[config.mk]
export PLATFORM = sky130hd
export DESIGN_NAME = stopwatch_core
export DESIGN_NICKNAME = d
export VERILOG_FILES = /design/src/rtl/stopwatch_core.sv
export SDC_FILE = /design/constraint.sdc
export NUM_CORES = 1
export LEC_CHECK = 0
export ABC_AREA = 1
export CORE_MARGIN = 3
export CORE_UTILIZATION = 59
export DETAILED_ROUTE_END_ITERATION = 6
export MAX_ROUTING_LAYER = met4
export PLACE_DENSITY_LB_ADDON = 0.25
export SYNTH_ARGS = -nofsm -noshare
export SYNTH_HDL_FRONTEND = slang
export SYNTH_SLANG_ARGS = --single-unit
[constraint.sdc]
create_clock -name mclk -period 4.96 [get_ports mclk]
set_clock_uncertainty 0.15 [all_clocks]
set_input_delay 0.992 -clock mclk [delete_from_list [all_inputs] [get_ports mclk]]
set_output_delay 0.992 -clock mclk [all_outputs]
set_load 0.02 [all_outputs]
[src/rtl/stopwatch_core.sv]
// Centisecond stopwatch with up/down BCD counting, preload, sticky done/overflow flags and a lap ring buffer.
// Time updates one cycle after a prescaler tick; lap_bcd is registered with one cycle read latency.
module stopwatch_core #(
  parameter int TICK_DIV  = 500000,
  parameter int LAP_DEPTH = 8,
  localparam int LAP_AW   = $clog2(LAP_DEPTH)
) (
  input  logic              mclk,
  input  logic              rst,
  input  logic              start_stop_p,
  input  logic              clear_p,
  input  logic              lap_p,
  input  logic              load_p,
  input  logic [23:0]       load_val,
  input  logic              mode,
  input  logic [LAP_AW-1:0] rd_idx,
  output logic [23:0]       time_bcd,
  output logic [23:0]       lap_bcd,
  output logic [LAP_AW:0]   lap_count,
  output logic              lap_full,
  output logic              running,
  output logic              done,
  output logic              ovf
);

  localparam int PW = $clog2(TICK_DIV);
  localparam logic [23:0] TIME_MAX = 24'h995999;

  typedef enum logic [1:0] {IDLE, RUN, PAUSE, DONE} state_e;

  state_e              state_q, state_d;
  logic [PW-1:0]       presc_q, presc_d;
  logic [23:0]         time_q, time_d;
  logic                dir_q, dir_d;
  logic                done_q, done_d;
  logic                ovf_q, ovf_d;
  logic [LAP_AW-1:0]   wptr_q, wptr_d;
  logic [LAP_AW:0]     cnt_q, cnt_d;
  logic                full_q, full_d;
  logic [23:0]         lap_q;
  logic [23:0]         mem_q [LAP_DEPTH];

  // Digit index 3 is tens-of-seconds (0-5); all other digits run 0-9.
  function automatic logic [23:0] bcd_step(input logic [23:0] t, input logic down);
    logic [23:0] r;
    logic        c;
    logic [3:0]  d, mx;
    r = t;
    c = 1'b1;
    for (int i = 0; i < 6; i++) begin
      mx = (i == 3) ? 4'd5 : 4'd9;
      d  = t[i*4 +: 4];
      if (c) begin
        if (!down) begin
          if (d >= mx) begin d = 4'd0; c = 1'b1; end
          else begin d = d + 4'd1; c = 1'b0; end
        end else begin
          if (d == 4'd0) begin d = mx; c = 1'b1; end
          else begin d = d - 4'd1; c = 1'b0; end
        end
      end
      r[i*4 +: 4] = d;
    end
    return r;
  endfunction

  function automatic logic [23:0] bcd_clamp(input logic [23:0] t);
    logic [23:0] r;
    logic [3:0]  mx;
    r = t;
    for (int i = 0; i < 6; i++) begin
      mx = (i == 3) ? 4'd5 : 4'd9;
      if (t[i*4 +: 4] > mx) r[i*4 +: 4] = mx;
    end
    return r;
  endfunction

  logic              do_clr, do_load, do_ss, do_lap, tick, hit_zero;
  logic [23:0]       time_step;
  logic [LAP_AW-1:0] oldest, rd_addr;

  assign do_clr    = clear_p;
  assign do_load   = !clear_p && load_p && (state_q != RUN);
  assign do_ss     = !clear_p && !load_p && start_stop_p;
  assign do_lap    = !clear_p && !load_p && !start_stop_p && lap_p &&
                     ((state_q == RUN) || (state_q == PAUSE));
  assign tick      = (state_q == RUN) && (presc_q == PW'(TICK_DIV - 1));
  assign time_step = bcd_step(time_q, dir_q);
  assign hit_zero  = dir_q && ((time_step == 24'h0) || (time_q == 24'h0));
  assign oldest    = (cnt_q == (LAP_AW+1)'(LAP_DEPTH)) ? wptr_q : '0;
  assign rd_addr   = oldest + rd_idx;

  always_ff @(posedge mclk) begin
    if (!rst) state_q <= IDLE;
    else      state_q <= state_d;
  end

  always_comb begin
    state_d = state_q;
    if (do_clr) begin
      state_d = IDLE;
    end else if (do_load) begin
      if (state_q == DONE) state_d = IDLE;
    end else begin
      if (do_ss) begin
        case (state_q)
          IDLE:    if (!(mode && time_q == 24'h0)) state_d = RUN;
          RUN:     state_d = PAUSE;
          PAUSE:   state_d = RUN;
          default: state_d = state_q;
        endcase
      end
      // Reaching zero while counting down ends the run even if a pause arrives together.
      if (tick && hit_zero) state_d = DONE;
    end
  end

  always_comb begin
    running   = (state_q == RUN);
    time_bcd  = time_q;
    lap_bcd   = lap_q;
    lap_count = cnt_q;
    lap_full  = full_q;
    done      = done_q;
    ovf       = ovf_q;
  end

  always_comb begin
    presc_d = presc_q;
    time_d  = time_q;
    dir_d   = (state_q == IDLE) ? mode : dir_q;
    done_d  = done_q;
    ovf_d   = ovf_q;
    wptr_d  = wptr_q;
    cnt_d   = cnt_q;
    full_d  = full_q;
    if (do_clr) begin
      presc_d = '0;
      time_d  = 24'h0;
      done_d  = 1'b0;
      ovf_d   = 1'b0;
      wptr_d  = '0;
      cnt_d   = '0;
      full_d  = 1'b0;
    end else if (do_load) begin
      presc_d = '0;
      time_d  = bcd_clamp(load_val);
      done_d  = 1'b0;
      ovf_d   = 1'b0;
    end else begin
      if (state_q == RUN) presc_d = tick ? '0 : presc_q + 1'b1;
      if (tick) begin
        time_d = (dir_q && time_q == 24'h0) ? time_q : time_step;
        if (hit_zero) done_d = 1'b1;
        if (!dir_q && time_q == TIME_MAX) ovf_d = 1'b1;
      end
      if (do_lap) begin
        wptr_d = wptr_q + 1'b1;
        if (cnt_q == (LAP_AW+1)'(LAP_DEPTH)) full_d = 1'b1;
        else cnt_d = cnt_q + 1'b1;
      end
    end
  end

  always_ff @(posedge mclk) begin
    if (!rst) begin
      presc_q <= '0;
      time_q  <= 24'h0;
      dir_q   <= 1'b0;
      done_q  <= 1'b0;
      ovf_q   <= 1'b0;
      wptr_q  <= '0;
      cnt_q   <= '0;
      full_q  <= 1'b0;
      lap_q   <= 24'h0;
    end else begin
      presc_q <= presc_d;
      time_q  <= time_d;
      dir_q   <= dir_d;
      done_q  <= done_d;
      ovf_q   <= ovf_d;
      wptr_q  <= wptr_d;
      cnt_q   <= cnt_d;
      full_q  <= full_d;
      lap_q   <= ({1'b0, rd_idx} < cnt_q) ? mem_q[rd_addr] : 24'h0;
    end
  end

  // Lap storage is left uncleared; lap_count gates every read.
  always_ff @(posedge mclk) begin
    if (rst && do_lap) mem_q[wptr_q] <= time_q;
  end

endmodule

* Word-level counts from Yosys, hierarchy flattened *
Memory sizes are Yosys's and may differ from the RTL's. A register that Yosys moved wholly into a read port is not among the register bits.
Cells that the tools add are included.

storage, ports and cells
  memories = 1
  word-level logic and storage cells = 156
  memory bits (writable) = 192
  bits in registers = 56
  input bits = 34
  output and inout bits = 56

memories
  name   depth  width  rd ports  clocked after memory_dff  wr ports  line  RTL
  mem_q  8      24     1         1                         1         41    logic [23:0] mem_q [LAP_DEPTH];

cells by class
  magnitude comparators = 13
  mux-type cells = 61
  bitwise gates (word level) = 3
  reductions and logical operators = 43
  $add $sub $neg = 16
  equal/unequal tests = 10

operators by type and width
  operator               count
  $mux 4                 29
  $mux 24                3
  $logic_not 24->1       2
  $add 4x1->4 const B    7
  $eq 24x24->1 const B   1
  $logic_not 4->1        6
  $sub 4x1->4 const B    6
  $mux 1                 21
  $ge 4x4->1 const B     5
  $gt 4x4->1 const B     5
  $add 19x1->19 const B  1
  $eq 19x19->1 const B   1
  $mux 19                1
  $logic_and 1x1->1      14
  $mux 2                 5
  $reduce_and 2->1       5
  $pmux 2 s3             1
  $reduce_and 3->1       2
  $logic_not 1->1        5
  $reduce_bool 5->1      1
  $eq 2x2->1 const B     2
  $eq 4x4->1 const B     1
  $ge 4x3->1 const B     1
  $gt 4x3->1 const B     1
  16 further kinds       20

* Longest topological paths before layout *
Gate-level depths: netlist of run 1.

  depth after elaboration = 14
  gate-level depth with buffers = 22
  depth with buffers taken out = 22

* Least setup slack after synthesis of run 1 *
Ideal clock, no wire load.

  kind = input port to flip-flop
  from = input clear_p
  to = memory mem_q[4][0] (enable)
  required time = 4375 ps
  setup slack = 948 ps
  setup time = 435 ps
  arrival time = 3426 ps
  cell stages on the path = 7
  path buffers = 1
  cell sequence = nor2_1 > and3_1 > clkbuf_1 > inv_1 > nor2_1 > nand2_1 > nor3_1

on the way
  cells in the longest elaborated chain, start to end = 8

RTL lines
  element                         line  RTL
  start: declaration              11    input logic clear_p,
  $logic_not 1->1                 85    assign do_lap = !clear_p && !load_p && !start_stop_p && lap_p &&
  $logic_and 1x1->1 (4 in a row)  85
  $logic_and 1x1->1               191   if (rst && do_lap) mem_q[wptr_q] <= time_q;
  $mux 1                          191
  $mux 1 (implied by the code)    191
  end: declaration                41

Every way passes these cells.

* Worst setup path in the final report of run 1 *
  from = register time_q[5] (netlist: time_bcd[5])
  to = register time_q[12] (netlist: time_bcd[12])

on the way
  cells in the longest elaborated chain, start to end = 9
  elaborated cells on any way between the ends = 15
  classes of those cells = order compare (1); eq/ne (1); mux (9); reduce/logical (4)

RTL lines
  element                                        line    RTL
  start: declaration                             33      logic [23:0] time_q, time_d;
  start signal: assignment                       178     time_q <= time_d;
  $ge 4x4->1 or $logic_not 4->1 (tied branches)  55, 58
  $mux 1 (on tied branches)                      55, 58
  $mux 1                                         54      if (!down) begin
  $mux 1 (2 in a row)                            53      if (c) begin
  $mux 4                                         53
  $mux 24                                        153     time_d = (dir_q && time_q == 24'h0) ? time_q : time_step;
  $mux 24                                        152     if (tick) begin
  $mux 24                                        145     end else if (do_load) begin

Several ways; a longest one is shown, not always the timed one. The select of a mux whose other input is x is not followed.
A chain may end at the register's enable or synchronous reset.

==> insert_results.sql, run 1 <==
INSERT INTO impl_metrics (metric_group, metric, value, unit) VALUES
('run_status', 'run_status', 'complete, no violations', ''),
('logic_synthesis', 'synth_area', '0.01237', 'mm^2'),
('grt', 'grt_start_max_net_pins', '97', ''),
('sta', 'maxSlewHeadroom', '28.11', '%'),
('clock_network', 'ctsLongestPathBuffers', '3', ''),
('power', 'peakVddDrop', '0.2389', 'mV'),
('detailed_routing', 'residual_drc_count', '0', ''),
('sta', 'measured_slew_at_the_worst_slew_check_pin', '1.077', 'ns'),
('hold_path', 'holdCritPathClass', 'register to register', ''),
('critical_path', 'worstPathArrival', '3.80', 'ns'),
('clock_network', 'clock_tree_from_tritoncts', 'built', ''),
('detailed_routing', 'via_count', '9767', ''),
('sta', 'fmax', '286.7', 'MHz'),
('finish', 'drive_gt1_share', '8.973', '%'),
('grt', 'antenna_found_initial', '0', ''),
('clock_network', 'cts.clk_slew.worst_paths', '0.06', 'ns'),
('place', 'buffer_ports.inserted', '89', ''),
('critical_path', 'cp_max_fo', '13', ''),
('critical_path', 'worst_r2r_dst', 'time_bcd[12]$_SDFFE_PP0P_', ''),
('floorplanning', 'floorplan.die_area', '0.02274', 'mm^2'),
('floorplanning', 'core_region_area', '0.02043', 'mm^2'),
('logic_synthesis', 'number_of_flops_mapped_to_enable_cells_by_yosys', '192', ''),
('grt', 'grt_pass1_wl', '47730', 'um'),
('critical_path', 'end_kind', 'register', ''),
('place', 'place_hpwl', '18640', 'um'),
('grt', 'via_count_of_the_first_global_routing_pass', '9318', ''),
('clock_network', 'htree_num_levels', '1', ''),
('detailed_routing', 'totalWireLength', '29990', 'um'),
('logic_synthesis', 'synth.lib_cells_used.distinct', '51', ''),
('sta', 'post-route-worst-setup-slack', '1.472', 'ns'),
('finish', 'antenna-diode-count', '0', ''),
('floorplanning', 'floorplan.initialDensity', '60.54', '%'),
('sta', 'rsz0062_at_grt', 'no', ''),
('logic_synthesis', 'syn-num-nets', '1333', ''),
('critical_path', 'rr_worst_depth', '14', ''),
('detailed_routing', 'average_vias_per_placed_instance', '5.912', ''),
('critical_path', 'worst_setup_path_start_kind', 'register', ''),
('critical_path', 'reg2reg_setup_slack', '1.47', 'ns'),
('logic_synthesis', 'post_synthesis_cell_count', '1269', ''),
('finish', 'final_core_util', '71.79', '%'),
('logic_synthesis', 'yosys_warnings', '0', ''),
('critical_path', 'worst_ep_required_time', '5.27', 'ns'),
('clock_network', 'clock_sink_count', '272', ''),
('sta', 'layout_min_cycle_time', '3.488', 'ns'),
('critical_path', 'regToRegStartpoint', 'time_bcd[5]$_SDFFE_PP0P_', ''),
('finish', 'layout.nets', '1423', ''),
('floorplanning', 'top_level_i_o_count', '90', ''),
('finish', 'nFillCells', '1492', ''),
('clock_network', 'postCtsSetupRepairBufs', '0', ''),
('logic_synthesis', 'yosysSeqAreaShare', '59.56', '%'),
('sta', 'finalCritPeriodShare', '70.32', '%'),
('clock_network', 'cts_hold_buffers', '0', ''),
('clock_network', 'cts_inserted_buffers', '29', ''),
('grt', 'globalRouteTotalUtil', '27.22', '%'),
('detailed_routing', 'postRouteAntennaNets', '0', ''),
('place', 'final_weighted_congestion_in_routability_driven_placement', '0.9241', ''),
('floorplanning', 'chipHeight', '150.8', 'um'),
('detailed_routing', 'first_pass_iters', '5', ''),
('hold_path', 'hold_path.startpoint', 'presc_q[18]$_SDFFE_PP0P_', ''),
('place', 'dp_worst_setup_slack', '1.144', 'ns'),
('logic_synthesis', 'postSynth.topFlopCell', 'sky130_fd_sc_hd__edfxtp_1', ''),
('sta', 'setup-violations-final', '0', ''),
('grt', 'grt-ovfl-total', '0', ''),
('detailed_routing', 'initialDrtViolationCount', '996', ''),
('clock_network', 'clock-root-buffer', 'sky130_fd_sc_hd__clkbuf_16', ''),
('sta', 'slew_viols_final', '0', ''),
('hold_path', 'holdPathEnd', 'presc_q[18]$_SDFFE_PP0P_', ''),
('critical_path', 'timing_worst_setup_path_type', 'register to register', ''),
('logic_synthesis', 'syn_area_per_cell', '9.746', 'um^2'),
('power', 'post-layout-total-power', '5.204', 'mW'),
('sta', 'final_hold_violation_count', '0', '');
## cells in the mapped netlist, types with 6 or more instances
library cell,number,area (um^2)
sky130_fd_sc_hd__a21oi_1,62,310.3
sky130_fd_sc_hd__a31oi_1,12,75.07
sky130_fd_sc_hd__clkbuf_1,43,161.4
sky130_fd_sc_hd__dfxtp_1,80,1602
sky130_fd_sc_hd__edfxtp_1,192,5766
sky130_fd_sc_hd__ha_1,29,362.9
sky130_fd_sc_hd__inv_1,91,341.6
sky130_fd_sc_hd__inv_2,8,30.03
sky130_fd_sc_hd__nand2_1,193,724.4
sky130_fd_sc_hd__nand2_2,8,50.05
sky130_fd_sc_hd__nand3_1,54,270.3
sky130_fd_sc_hd__nand4_1,13,81.33
sky130_fd_sc_hd__nor2_1,229,859.6
sky130_fd_sc_hd__nor3_1,20,100.1
sky130_fd_sc_hd__nor4_1,6,37.54
sky130_fd_sc_hd__o211ai_1,6,45.04
sky130_fd_sc_hd__o21ai_0,91,455.4
sky130_fd_sc_hd__o22ai_1,7,43.79
sky130_fd_sc_hd__o32ai_1,48,420.4
sky130_fd_sc_hd__xnor2_1,7,61.31
sky130_fd_sc_hd__xor2_1,8,70.07
## cell usage in the layout (no fill, tap or decap), types with 13 or more instances in the layout
master and instances:
sky130_fd_sc_hd__a21oi_1 62, sky130_fd_sc_hd__buf_4 26, sky130_fd_sc_hd__clkbuf_16 29, sky130_fd_sc_hd__clkdlybuf4s50_1 89, sky130_fd_sc_hd__dfxtp_1 80, sky130_fd_sc_hd__edfxtp_1 192
sky130_fd_sc_hd__ha_1 28, sky130_fd_sc_hd__inv_1 91, sky130_fd_sc_hd__nand2_1 193, sky130_fd_sc_hd__nand3_1 54, sky130_fd_sc_hd__nand4_1 13, sky130_fd_sc_hd__nor2_1 225
sky130_fd_sc_hd__nor3_1 16, sky130_fd_sc_hd__o21ai_0 91, sky130_fd_sc_hd__o32ai_1 48
## registers in the layout, summed over array words and instances (netlist names)
name       count
time_bcd      24
mem_q        192
lap_count      4
lap_bcd       24
state_q        2
lap_full       1
ovf            1
done           1
wptr_q         3
dir_q          1
presc_q       19
## per-stage QoR
step                instances  area, um^2
finish                   1652       14670
global route             1652       14670
CTS                      1652       14670
detailed placement       1598       13590
global placement         1598       13590
floorplan                1269       12370
## cell type report
class / count / area [um^2] / area share (%)
sequential: 272 / 7367 / 50.23
multi-input combinational: 839 / 4415 / 30.11
timing repair buffer: 115 / 1086 / 7.405
clock buffer: 32 / 747.0 / 5.093
inverter: 102 / 385.4 / 2.628
tap: 270 / 337.8 / 2.303
clock inverter: 22 / 327.8 / 2.235
## cell families (layout without fill, tap and decap cells)
family                     count (synthesis)  after routing  synth area share [%]
buffers and inverters                    158            271                 5.048
adders and majority gates                 30             30                 3.096
and+or+nand+nor                          544            544                 18.80
DFF                                      272            272                 59.57
xor gates and xnor gates                  15             15                 1.062
AOI/OAI and AO/OA                        250            250                 12.43
## power by group
part	switching [mW]	total, mW	internal (mW)
Sequential	0.0248	2.45	2.42
Clock	0.892	2.40	1.51
Combinational	0.224	0.355	0.131
Total	1.14	5.20	4.06
## metal layers
metal | track usage (%) | vias to the layer above | wire (um)
met5 | - | - | 0
met4 | 8.250 | 0 | 696
met3 | 3.142 | 62 | 2582
met2 | 44.88 | 473 | 14540
met1 | 35.95 | 4613 | 12170
li1 | - | 4619 | -
## worst max-delay path, stage by stage, from the launching register on
cell                      delay (ns)
sky130_fd_sc_hd__dfxtp_1        0.48
sky130_fd_sc_hd__inv_1          0.22
sky130_fd_sc_hd__ha_1           0.27
sky130_fd_sc_hd__inv_1          0.08
sky130_fd_sc_hd__nor2_1         0.12
sky130_fd_sc_hd__nand2_1        0.17
sky130_fd_sc_hd__nor2_1         0.15
sky130_fd_sc_hd__nand4_1        0.13
sky130_fd_sc_hd__o21ai_2        0.38
sky130_fd_sc_hd__inv_2          0.20
sky130_fd_sc_hd__nor2_2         0.43
sky130_fd_sc_hd__inv_2          0.24
sky130_fd_sc_hd__o22ai_1        0.23
sky130_fd_sc_hd__nor2_1         0.06
sky130_fd_sc_hd__nor2_1         0.08
## worst max path at each step
stage | startpoint | endpoint | slack (ns) | cells past startpoint
2_1_floorplan | clear_p | mem_q[4][0]$_DFFE_PP_ | 0.95 | 7
3_3_place_gp | clear_p | mem_q[6][18]$_DFFE_PP_ | 1.21 | 8
3_5_place_dp | clear_p | mem_q[6][18]$_DFFE_PP_ | 1.14 | 8
4_1_cts | time_bcd[5]$_SDFFE_PP0P_ | time_bcd[12]$_SDFFE_PP0P_ | 1.50 | 14
5_1_grt | time_bcd[5]$_SDFFE_PP0P_ | time_bcd[12]$_SDFFE_PP0P_ | 1.24 | 14
6_report | time_bcd[5]$_SDFFE_PP0P_ | time_bcd[12]$_SDFFE_PP0P_ | 1.47 | 14
No activity file was read; power rests on OpenSTA's default activity.
==> run 2, diff against run 1 <==
CORE_UTILIZATION = 53   (was 59)
clock period = 2.9 ns   (was 4.96 ns; I/O delays follow)
==> insert_results.sql, run 2 (synthesis results as in run 1) <==
INSERT INTO impl_metrics (metric_group, metric, value, unit) VALUES
('critical_path', 'reg2reg_setup_slack', '0.21', 'ns'),
('run_status', 'run_status', 'complete, no violations', ''),
('floorplanning', 'top_level_i_o_count', '90', ''),
('floorplanning', 'floorplan.die_area', '0.02520', 'mm^2'),
('sta', 'final_hold_violation_count', '0', ''),
('critical_path', 'regToRegStartpoint', 'time_bcd[4]$_SDFFE_PP0P_', ''),
('sta', 'setup-violations-final', '0', ''),
('detailed_routing', 'via_count', '9832', ''),
('clock_network', 'ctsLongestPathBuffers', '3', ''),
('critical_path', 'cp_max_fo', '13', ''),
('critical_path', 'worst_r2r_dst', 'state_q[1]$_SDFFE_PP0P_', ''),
('hold_path', 'holdCritPathClass', 'register to register', ''),
('place', 'dp_worst_setup_slack', '0.06079', 'ns'),
('clock_network', 'cts_hold_buffers', '0', ''),
('grt', 'globalRouteTotalUtil', '23.87', '%'),
('floorplanning', 'die-width', '158.8', 'um'),
('critical_path', 'worst_ep_required_time', '3.14', 'ns'),
('sta', 'measured_slew_at_the_worst_slew_check_pin', '0.8455', 'ns'),
('grt', 'via_count_of_the_first_global_routing_pass', '9520', ''),
('power', 'peakVddDrop', '0.3905', 'mV'),
('floorplanning', 'placementRows', '55', ''),
('place', 'final_weighted_congestion_in_routability_driven_placement', '0.9459', ''),
('detailed_routing', 'first_pass_iters', '6', ''),
('sta', 'post-route-worst-setup-slack', '0.2145', 'ns'),
('finish', 'antenna-diode-count', '0', ''),
('detailed_routing', 'residual_drc_count', '0', ''),
('sta', 'layout_min_cycle_time', '2.685', 'ns'),
('place', 'dpl.cell_count', '1688', ''),
('clock_network', 'clock_sink_count', '272', ''),
('power', 'powerDensity', '547.2', 'mW/mm^2'),
('grt', 'grt-ovfl-total', '0', ''),
('finish', 'most_frequent_cells_in_the_layout', '223 x sky130_fd_sc_hd__nor2_1, 192 x sky130_fd_sc_hd__nand2_1, 192 x sky130_fd_sc_hd__edfxtp_1, 89 x sky130_fd_sc_hd__inv_1, 89 x sky130_fd_sc_hd__clkdlybuf4s50_1', ''),
('detailed_routing', 'average_vias_per_placed_instance', '5.641', ''),
('critical_path', 'worstPathArrival', '2.93', 'ns'),
('critical_path', 'timing_worst_setup_path_type', 'register to register', ''),
('sta', 'rsz0062_at_grt', 'no', ''),
('clock_network', 'cts_inserted_buffers', '28', ''),
('sta', 'fmax', '372.4', 'MHz'),
('clock_network', 'htree_num_levels', '1', ''),
('grt', 'antenna_found_initial', '0', ''),
('critical_path', 'worst_setup_path_start_kind', 'register', ''),
('critical_path', 'startpoint', 'time_bcd[4]$_SDFFE_PP0P_', ''),
('clock_network', 'clock_tree_from_tritoncts', 'built', ''),
('power', 'leakagePower', '5.692', 'nW'),
('sta', 'setup-tns-final', '0', 'ns'),
('grt', 'grt_start_max_net_pins', '45', ''),
('floorplanning', 'floorplan.initialDensity', '54.30', '%'),
('clock_network', 'insertion_delay', '0.53', 'ns'),
('finish', 'syn_to_final_growth', '22.75', '%'),
('critical_path', 'end_kind', 'register', ''),
('clock_network', 'clock-root-buffer', 'sky130_fd_sc_hd__clkbuf_16', ''),
('finish', 'layout_cells_excl_fill', '1743', ''),
('sta', 'finalCritPeriodShare', '92.60', '%'),
('finish', 'largest_register_ffs', '192', ''),
('detailed_routing', 'initialDrtViolationCount', '882', ''),
('critical_path', 'rr_worst_depth', '17', ''),
('detailed_routing', 'post_drt_wl_per_cell', '17.04', 'um'),
('place', 'place_hpwl', '19490', 'um'),
('sta', 'slew_viols_final', '0', ''),
('critical_path', 'crit_end', 'state_q[1]$_SDFFE_PP0P_', ''),
('floorplanning', 'core_region_area', '0.02278', 'mm^2'),
('finish', 'layout_commonest_cell', 'sky130_fd_sc_hd__nor2_1', ''),
('finish', 'registers.top_by_ff_count', 'mem_q', ''),
('detailed_routing', 'totalWireLength', '29700', 'um'),
('detailed_routing', 'postRouteAntennaNets', '0', ''),
('grt', 'grt_pass1_wl', '48190', 'um'),
('floorplanning', 'chipHeight', '158.8', 'um'),
('job', 'max_cap_viol_count', '0', ''),
('place', 'buffer_ports.inserted', '89', ''),
('clock_network', 'cts.clk_slew.worst_paths', '0.06', 'ns'),
('finish', 'layout.nets', '1472', ''),
('sta', 'maxSlewHeadroom', '43.57', '%'),
('finish', 'drive_gt1_share', '12.31', '%');
## run 2: changes by cell type in the layout (fill, tap and decap cells not counted), sizes merged
cell and delta:
clkinv +1, clkbuf +8, inv -4, buf +49, bufinv -6
## run 2: power by group
| group | internal [mW] | leakage (nW) | switching, mW |
|---|---|---|---|
| registers | 4.15 | 2.48 | 0.0153 |
| logic | 0.263 | 2.78 | 0.421 |
| clock network | 2.06 | 0.440 | 1.40 |
| total | 6.47 | 5.69 | 1.84 |
## run 2: what timing repair did
action / in CTS / in global routing
endpoints found under the setup margin: 0 / 6
buffers inserted: 0 / 3
gates resized for setup: 0 / 21
endpoints found under the hold margin: 0 / 0
## run 2: per-stage QoR
step	area (um^2)	power, mW	utilization [%]	hold WS, ns
CTS	15090	8.352	66.23	0.3040
floorplan	12390	4.647	-	0.2770
finish	15180	8.307	66.65	0.3046
global placement	14190	4.896	62.28	0.2890
global route	15180	8.603	66.65	0.3326
detailed placement	14190	4.905	62.28	0.2930
## run 2: layout make-up
type                       instances  area (um^2)
clock buffer                      39        783.3
sequential                       272         7370
clock inverter                    13        116.4
inverter                         102        385.4
timing repair buffer             165         1634
fill                            1745         7596
multi-input combinational        839         4502
tap                              313        391.6
## run 2: worst min path at each step
stage	startpoint	end	depth (start not counted)
5_1_grt	lap_full$_SDFFE_PP0P_	lap_full$_SDFFE_PP0P_	2
3_3_place_gp	presc_q[18]$_SDFFE_PP0P_	presc_q[18]$_SDFFE_PP0P_	1
2_1_floorplan	presc_q[18]$_SDFFE_PP0P_	presc_q[18]$_SDFFE_PP0P_	1
3_5_place_dp	presc_q[18]$_SDFFE_PP0P_	presc_q[18]$_SDFFE_PP0P_	1
6_report	lap_full$_SDFFE_PP0P_	lap_full$_SDFFE_PP0P_	2
4_1_cts	presc_q[18]$_SDFFE_PP0P_	presc_q[18]$_SDFFE_PP0P_	1
## run 2: critical path, stage by stage, from the launching register on
cell and delay, ns:
sky130_fd_sc_hd__dfxtp_1 0.35, sky130_fd_sc_hd__buf_4 0.21, sky130_fd_sc_hd__ha_1 0.23, sky130_fd_sc_hd__or2_2 0.27, sky130_fd_sc_hd__nand3_1 0.07, sky130_fd_sc_hd__o21ai_0 0.09
sky130_fd_sc_hd__o21ai_1 0.20, sky130_fd_sc_hd__nand2_1 0.09, sky130_fd_sc_hd__nor2_1 0.17, sky130_fd_sc_hd__nand3_1 0.10, sky130_fd_sc_hd__nor2_1 0.11, sky130_fd_sc_hd__nand2_1 0.10
sky130_fd_sc_hd__nand2_2 0.09, sky130_fd_sc_hd__nand2_2 0.07, sky130_fd_sc_hd__nand2_4 0.08, sky130_fd_sc_hd__nand2_1 0.05, sky130_fd_sc_hd__nand2_1 0.06, sky130_fd_sc_hd__a21oi_2 0.05
## run 2: routing by layer
layer	vias up	share of wire, %	track usage (%)
met2	355	48	40.02
met5	-	0	-
met1	4696	43	30.44
li1	4721	-	-
met3	60	6.7	3.548
met4	0	2.0	7.004
==> run 3, diff against run 2 <==
CORE_ASPECT_RATIO = 0.6   (was not set)
==> insert_results.sql, run 3 (synthesis results as in run 1) <==
INSERT INTO impl_metrics (metric_group, metric, value, unit) VALUES
('floorplanning', 'core_region_area', '0.02249', 'mm^2'),
('sta', 'setup-violations-final', '0', ''),
('hold_path', 'holdPathEnd', 'lap_full$_SDFFE_PP0P_', ''),
('critical_path', 'startpoint', 'time_bcd[0]$_SDFFE_PP0P_', ''),
('detailed_routing', 'met1_length', '14670', 'um'),
('detailed_routing', 'postRouteAntennaNets', '0', ''),
('power', 'seq_power_share', '51.6', '%'),
('critical_path', 'library_cell_appearing_most_often_on_the_critical_path', 'sky130_fd_sc_hd__nand2_1', ''),
('detailed_routing', 'first_pass_iters', '6', ''),
('sta', 'whs', '0.3030', 'ns'),
('critical_path', 'rr_worst_depth', '20', ''),
('clock_network', 'ctsLongestPathBuffers', '3', ''),
('clock_network', 'cts.clk_slew.worst_paths', '0.06', 'ns'),
('power', 'netSwitchingPower', '1.839', 'mW'),
('finish', 'layout_commonest_cell', 'sky130_fd_sc_hd__nor2_1', ''),
('place', 'dp_worst_setup_slack', '0.06521', 'ns'),
('place', 'place_hpwl', '21460', 'um'),
('hold_path', 'hold_path.startpoint', 'lap_full$_SDFFE_PP0P_', ''),
('finish', 'largest_register_ffs', '192', ''),
('clock_network', 'cts_inserted_buffers', '25', ''),
('critical_path', 'regToRegStartpoint', 'time_bcd[0]$_SDFFE_PP0P_', ''),
('sta', 'layout_min_cycle_time', '2.746', 'ns'),
('power', 'cell_internal_pwr', '6.224', 'mW'),
('detailed_routing', 'post_drt_wl_per_cell', '18.59', 'um'),
('critical_path', 'reg2reg_setup_slack', '0.15', 'ns'),
('critical_path', 'worst_setup_path_start_kind', 'register', ''),
('sta', 'measured_slew_at_the_worst_slew_check_pin', '0.9045', 'ns'),
('critical_path', 'worstPathArrival', '2.97', 'ns'),
('clock_network', 'clock_tree_from_tritoncts', 'built', ''),
('floorplanning', 'floorplan.die_area', '0.02527', 'mm^2'),
('critical_path', 'cp_max_fo', '8', ''),
('place', 'dpl.cell_count', '1683', ''),
('finish', 'layout.nets', '1469', ''),
('critical_path', 'critical_path.cell_chain', 'inv_1 -> ha_1 -> nand3_2 -> nand2_2 -> nand2_4 -> nor2_8 -> buf_4 -> nand3b_1 -> nand2_1 -> nand2_1 -> nor2_1 -> nand2_1 -> nor2_2 -> nand2_1 -> nand2_2 -> nand2_2 -> nand2_4 -> nand2_1 -> nand2_1 -> a21oi_2', ''),
('place', 'final_weighted_congestion_in_routability_driven_placement', '0.9937', ''),
('sta', 'final_hold_violation_count', '0', ''),
('grt', 'grt_start_max_net_pins', '53', ''),
('finish', 'registers.top_by_ff_count', 'mem_q', ''),
('detailed_routing', 'residual_drc_count', '0', ''),
('sta', 'maxSlewHeadroom', '39.64', '%'),
('detailed_routing', 'average_vias_per_placed_instance', '5.769', ''),
('critical_path', 'end_kind', 'register', ''),
('hold_path', 'holdCritPathClass', 'register to register', ''),
('critical_path', 'worst_r2r_dst', 'state_q[1]$_SDFFE_PP0P_', ''),
('place', 'buffer_ports.inserted', '89', ''),
('floorplanning', 'floorplan.initialDensity', '54.99', '%'),
('detailed_routing', 'totalWireLength', '32200', 'um'),
('detailed_routing', 'met3WireLength', '3158', 'um'),
('power', 'leakagePower', '5.635', 'nW'),
('detailed_routing', 'via_count', '9992', ''),
('sta', 'post-route-worst-setup-slack', '0.1539', 'ns'),
('floorplanning', 'top_level_i_o_count', '90', ''),
('floorplanning', 'chipHeight', '124.3', 'um'),
('finish', 'layout_cells_excl_fill', '1732', ''),
('grt', 'grt_pass1_wl', '50670', 'um'),
('grt', 'via_count_of_the_first_global_routing_pass', '9191', ''),
('grt', 'antenna_found_initial', '0', ''),
('finish', 'most_frequent_cells_in_the_layout', '223 x sky130_fd_sc_hd__nor2_1, 192 x sky130_fd_sc_hd__nand2_1, 192 x sky130_fd_sc_hd__edfxtp_1, 89 x sky130_fd_sc_hd__inv_1, 89 x sky130_fd_sc_hd__clkdlybuf4s50_1', ''),
('floorplanning', 'die-width', '203.2', 'um'),
('critical_path', 'timing_worst_setup_path_type', 'register to register', ''),
('clock_network', 'clock_sink_count', '272', ''),
('clock_network', 'cts_hold_buffers', '0', ''),
('grt', 'grt-ovfl-total', '0', ''),
('clock_network', 'htree_num_levels', '1', ''),
('critical_path', 'crit_slowest_cell', 'sky130_fd_sc_hd__dfxtp_1', ''),
('clock_network', 'clock-root-buffer', 'sky130_fd_sc_hd__clkbuf_16', ''),
('finish', 'nFillCells', '1788', ''),
('detailed_routing', 'top_layer_used', 'met4', ''),
('run_status', 'run_status', 'complete, no violations', ''),
('power', 'powerDensity', '536.3', 'mW/mm^2'),
('finish', 'drive_gt1_share', '11.38', '%'),
('power', 'p_clk_share', '39.8', '%'),
('sta', 'slew_viols_final', '0', ''),
('critical_path', 'slowest_delay', '0.32', 'ns'),
('job', 'max_cap_viol_count', '0', ''),
('finish', 'syn_to_final_growth', '21.55', '%'),
('power', 'comb_power_share', '8.6', '%'),
('hold_path', 'timing.hold.worst_path_depth', '2', ''),
('clock_network', 'insertion_delay', '0.53', 'ns'),
('power', 'switching_share', '22.81', '%'),
('sta', 'setup-tns-final', '0', 'ns'),
('finish', 'antenna-diode-count', '0', ''),
('power', 'peakVddDrop', '0.4509', 'mV'),
('grt', 'globalRouteTotalUtil', '25.71', '%'),
('sta', 'finalCritPeriodShare', '94.69', '%'),
('detailed_routing', 'initialDrtViolationCount', '933', ''),
('sta', 'fmax', '364.2', 'MHz'),
('floorplanning', 'placementRows', '42', ''),
('detailed_routing', 'detailroute.wirelength.met2', '13710', 'um'),
('power', 'post-layout-total-power', '8.063', 'mW'),
('critical_path', 'worst_ep_required_time', '3.12', 'ns');
run 3: power groups by stage:
stage          clock (mW)  sequential (mW)  combinational (mW)
6_report             3.21             4.16               0.691
5_1_grt              3.41             4.16               0.759
4_1_cts              3.25             4.16               0.677
3_5_place_dp            0             4.24               0.674
3_3_place_gp            0             4.24               0.664
2_1_floorplan           0             4.28               0.369
run 3: per-stage QoR:
stage	cell area [um^2]	utilization [%]
6_report	15030	66.84
5_1_grt	15030	66.84
4_1_cts	14990	66.63
3_5_place_dp	14200	63.16
3_3_place_gp	14200	63.16
2_1_floorplan	12390	-
run 3: timing repair:
item                       4_1_cts  5_1_grt
gates resized for setup          0       11
setup endpoints to repair        0       15
setup buffers                    0        3
run 3: final cells by class:
cell class | instances | area (um^2) | area share (%)
flip-flops and latches | 272 | 7367 | 49.01
repair buffers | 165 | 1649 | 10.97
multi-input cells | 839 | 4464 | 29.70
well taps | 308 | 385.4 | 2.563
clock buffers | 39 | 688.2 | 4.578
inverters | 102 | 385.4 | 2.563
clock inverters | 7 | 93.84 | 0.6242
run 3: worst max-delay path by stage:
stage | end | slack [ns] | cells past startpoint
after floorplan | mem_q[0][0]$_DFFE_PP_ | -0.12 | 10
after global placement | lap_bcd[3]$_SDFF_PN0_ | 0.13 | 8
after detailed placement | lap_bcd[22]$_SDFF_PN0_ | 0.07 | 8
after CTS | running | 0.17 | 3
after global routing | state_q[1]$_SDFFE_PP0P_ | -0.06 | 22
final | state_q[1]$_SDFFE_PP0P_ | 0.15 | 20
run 3: critical path: cells and delay by family (launching register included):
family | cells | cell delay [ns]
AOI/OAI and AO/OA | 1 | 0.05
adders and majority gates | 1 | 0.24
buffers and inverters | 2 | 0.26
DFF | 1 | 0.32
and+or+nand+nor | 16 | 1.57
run 3: per-layer routing:
metal	vias to the layer above	GRT usage, %
li1	4719	-
met1	4680	38.65
met2	516	36.49
met3	77	5.119
met4	0	5.419
met5	-	-
